<file path="src/rtl/lcd_timing_controller.sv">
// LCD timing controller.
// Produces the dot/line/frame timebase from one clock: a 4-clock dot phase,
// horizontal and vertical counters, blanking decodes, and row/frame strobes.
// Also owns DISPSTAT and raises the blanking/vcount interrupt and DMA pulses.
module lcd_timing_controller #(
  parameter int HDOTS    = 308,
  parameter int VLINES   = 228,
  parameter int HVISIBLE = 240,
  parameter int VVISIBLE = 160
) (
  input  logic        clock,
  input  logic        rst,
  input  logic [15:0] dispstat_in,
  input  logic [1:0]  dispstat_we,
  output logic [15:0] dispstat_out,
  output logic [1:0]  phase,
  output logic [8:0]  hcount,
  output logic [7:0]  vcount,
  output logic        hblank,
  output logic        vblank,
  output logic        line_start,
  output logic        frame_start,
  output logic        irq_vblank,
  output logic        irq_hblank,
  output logic        irq_vcount,
  output logic        dma_hblank,
  output logic        dma_vblank
);

  localparam logic [8:0] H_LAST = 9'(HDOTS - 1);
  localparam logic [8:0] H_VIS  = 9'(HVISIBLE);
  localparam logic [7:0] V_LAST = 8'(VLINES - 1);
  localparam logic [7:0] V_VIS  = 8'(VVISIBLE);
  localparam logic [7:0] V_BEND = 8'(VLINES - 2);

  // irq_en[0] = vblank, [1] = hblank, [2] = vcount-match enable
  logic [2:0] irq_en;
  logic [7:0] lyc;
  logic       match_q;
  logic       vmatch;
  logic       line_entry;
  logic       hblank_entry;
  logic       vblank_entry;

  // Read-only and reserved DISPSTAT bits are accepted on the bus but dropped.
  logic unused_wr_bits;
  assign unused_wr_bits = ^{dispstat_in[7:6], dispstat_in[2:0]};

  // Dot phase, dot and line counters; {hcount, phase} behaves as one counter.
  always_ff @(posedge clock) begin
    if (rst) begin
      phase  <= 2'd0;
      hcount <= 9'd0;
      vcount <= 8'd0;
    end else begin
      phase <= phase + 2'd1;
      if (phase == 2'd3) begin
        if (hcount == H_LAST) begin
          hcount <= 9'd0;
          vcount <= (vcount == V_LAST) ? 8'd0 : vcount + 8'd1;
        end else begin
          hcount <= hcount + 9'd1;
        end
      end
    end
  end

  // DISPSTAT writable fields and the previous-cycle match flag for edge detect.
  // match_q resets to 1 so the reset-time match (vcount 0 == LYC 0) is not an edge.
  always_ff @(posedge clock) begin
    if (rst) begin
      irq_en  <= 3'd0;
      lyc     <= 8'd0;
      match_q <= 1'b1;
    end else begin
      if (dispstat_we[0]) irq_en <= dispstat_in[5:3];
      if (dispstat_we[1]) lyc    <= dispstat_in[15:8];
      match_q <= vmatch;
    end
  end

  // Blanking, strobes, event pulses and DISPSTAT readback, all from registered state.
  always_comb begin
    vmatch       = (vcount == lyc);
    hblank       = (hcount >= H_VIS);
    vblank       = (vcount >= V_VIS) && (vcount <= V_BEND);
    line_start   = (hcount == H_LAST) && (phase == 2'd3);
    frame_start  = line_start && (vcount == V_LAST);
    line_entry   = (hcount == 9'd0) && (phase == 2'd0);
    vblank_entry = line_entry && (vcount == V_VIS);
    hblank_entry = (hcount == H_VIS) && (phase == 2'd0);
    dma_vblank   = vblank_entry;
    irq_vblank   = vblank_entry && irq_en[0];
    irq_hblank   = hblank_entry && irq_en[1];
    dma_hblank   = hblank_entry && (vcount < V_VIS);
    irq_vcount   = vmatch && !match_q && irq_en[2];
    dispstat_out = {lyc, 2'b00, irq_en, vmatch, hblank, vblank};
  end

endmodule
</file>
<file path="config.mk">
export PLATFORM = sky130hd
export DESIGN_NAME = lcd_timing_controller
export DESIGN_NICKNAME = d
export VERILOG_FILES = /design/src/rtl/lcd_timing_controller.sv
export SDC_FILE = /design/constraint.sdc
export NUM_CORES = 1
export LEC_CHECK = 0
export ABC_AREA = 1
export CAP_MARGIN = 20
export CORE_MARGIN = 8
export CORE_UTILIZATION = 40
export DETAILED_ROUTE_END_ITERATION = 16
export DONT_BUFFER_PORTS = 1
export GPL_TIMING_DRIVEN = 0
export PLACE_DENSITY = 0.66
export SLEW_MARGIN = 5
export SYNTH_ARGS = -nofsm -noshare
export SYNTH_HDL_FRONTEND = slang
export SYNTH_SLANG_ARGS = --single-unit
</file>
<file path="constraint.sdc">
create_clock -name clock -period 1.17 [get_ports clock]
set_input_delay 0.117 -clock clock [delete_from_list [all_inputs] [get_ports clock]]
set_output_delay 0.117 -clock clock [all_outputs]
set_load 0.02 [all_outputs]
</file>
==> metrics.yaml <==
synthesis:
  synth_enable_flop_cells: 0
  synthArstFlopShare: 0
  synth-seq-cells: 31
  synthFlopType: "dfxtp_1"
  syn_inst: 265
  synth.avg_cell_area_sq_um: 6.77
  ys_types: 26
  yosys-top-cells-count: "53 x nand2_1, 45 x nor2_1, 40 x inv_1"
  yosys-top-cells-area: "dfxtp_1 35%, nand2_1 11%, nor2_1 9.4%"
  yosysWarnings: 0
  seq_area_frac_synth: 0.346
  yosysTopAreaCell: "dfxtp_1"
  netlist_area_sq_um: 1790
  yosysMostFrequentCell: "nand2_1"
  synth_top_area_share: 0.346
timing:
  slew_violations: 0
  rsz0062_at_grt: "true"
  fin_tns_setup_ns: -8.05
  setup_viol: 29
  final.min_clock_period_ns: 1.69
  period_share: 1.44
  max_freq_mhz: 593
  finClkSkew_ns: 0.00578
  timing_hold_violations_final: 0
  setup_slack_ns: -0.516
clock_network:
  htreeDepth: 2
  cts_sinks: 31
  cts_inserted_buffers: 5
  cts_tree: "done"
  clockBufferDepth: 2
  clk_latency_ns: 0.28
  clk_pin_slew_worst_paths_ns: 0.07
  cts_root_buf: "clkbuf_8"
drt:
  viasPerCell: 4.89
  drc: 0
  drt-wirelength-per-cell_microns: 14.7
  vias: 1723
  ant_nets: 0
  first_pass_iters: 4
  routed_wl_microns: 5160
  drt_iter0_markers: 87
flow_run:
  cap_violations: 0
worst_hold_path:
  hold_path_class: "in2reg"
worst_setup_path:
  max_stage_delay_ns: 0.40
  slowest_stage: "dfxtp_4"
  path_cells: "inv_2 > ha_1 > nor3b_2 > nand4_1 > nor3_4"
  cp.arrival_ns: 1.57
  crit_type: "reg2out"
  cp.required_ns: 1.05
  endpoint_kind: "output pin"
  cp_max_fo: 5
  critPathLaunchType: "flop"
floorplan:
  rows: 24
  io_pins: 64
  die_w_microns: 83.0
  die_h_microns: 83.0
  placeableCoreArea_sq_um: 4320
  die-area_sq_um: 6880
  start_util: 0.415
status:
  outcome: "finished with violations"
  violations: "setup timing"
global_route:
  grt-ovfl-total: 0
  track_usage: 0.144
  antenna_found_initial: 0
  grt_max_degree: 11
  grt_pass1_vias: 1735
  grt_pass1_wl_microns: 8210
place:
  hpwl_microns: 3630
  port_buffers: 0
  gp_congestion: 0.810
final_layout:
  fill_cells: 396
  drive_gt1_frac: 0.410
  final_core_util: 0.596
  fin_nets: 325
  antenna-diode-count: 0
  area_growth_pct: 43.7
power:
  vdd_ir_drop_max_mv: 0.783
  finalPower_uw: 2180
  powerDensity_nw_per_um2: 845
  leakage_uw: 0.00113
## worst max-delay path: cells and delay by family (launching register included)
family                     cells  cell delay, ns
adders and majority gates      1            0.14
buffers and inverters          1            0.06
DFF                            1            0.40
and+or+nand+nor                3            0.69
## cell families after synthesis
kind of cell    Yosys count  synth area share
fa+ha+maj                 6            0.0418
buf+inv                  51             0.122
mux                       1           0.00558
other cells               1           0.00209
compound gates           22            0.0635
xor+xnor                 10            0.0488
simple gates            143             0.370
flops                    31             0.346
## per-layer routing
metal	GRT usage	wire length, microns
met1	0.150	2090
met2	0.249	2540
met4	0.0575	99
met3	0.0596	434
met5	0	0
## registers in the layout, indices dropped and copies added (netlist names)
register / count
irq_en: 3
phase: 2
match_q: 1
vcount: 8
hcount: 9
lyc: 8
## power breakdown
part	switching, uW	internal, uW	leakage [uW]	total, uW
logic	127	108	0.000818	234
registers	84.4	1060	0.000270	1150
clock network	392	405	0.0000403	797
total	603	1580	0.00113	2180
## cells in the final DEF (no fill, tap or decap), types with 3 or more instances in the layout
master	n
dfxtp_1	5
dlygate4sd3_1	9
xnor2_1	3
o21ai_0	11
nand2_1	46
inv_2	11
buf_4	11
nor2_4	9
a21oi_1	5
nand3_1	13
nand2_2	7
buf_6	12
ha_4	4
nor2_2	7
clkbuf_8	5
nand3_2	7
dfxtp_4	18
inv_4	3
nand2_4	4
inv_1	25
nor2_1	36
nand4_1	6
dfxtp_2	8
xor2_1	6
## path summary, 6_finish.rpt
kind                            cells after the start  slack (ns)           start    endpoint
worst min-delay path                                2       0.002  dispstat_we[1]      lyc[0]
worst min register to register                      1        0.51        phase[0]    phase[0]
worst max-delay path                                5       -0.52       hcount[0]  dma_hblank
worst max register to register                      9       -0.28       hcount[0]   hcount[4]
## area by class of cell
type / count / area (sq um) / share of cell area
Clock inverter: 2 / 7.51 / 0.00291
Sequential cell: 31 / 698 / 0.271
Clock buffer: 6 / 72.6 / 0.0282
Multi-Input combinational cell: 184 / 1210 / 0.471
Buffer: 10 / 88.8 / 0.0345
Timing Repair Buffer: 27 / 268 / 0.104
Inverter: 40 / 163 / 0.0631
Tap cell: 52 / 65.1 / 0.0252
## metrics by stage
stage	std cells	worst slack [ns]	hold slack (ns)	instance area (sq um)
2_1_floorplan	266	-0.112	0.174	2000
3_3_place_gp	318	-0.227	0.175	2060
3_5_place_dp	318	-0.246	0.177	2060
4_1_cts	346	-0.553	0.00107	2450
5_1_grt	352	-0.621	0.0244	2580
6_report	352	-0.516	0.00194	2580
## what timing repair did
item / CTS / global route
buffers inserted: 12 / 7
cloned: 0 / 0
hold buffers: 9 / 0
endpoints found under the hold margin: 10 / 0
resized for setup: 48 / 22
setup endpoints to repair: 29 / 30
pin swaps: 22 / 13
Note: power is estimated with default switching activity, not from simulation.
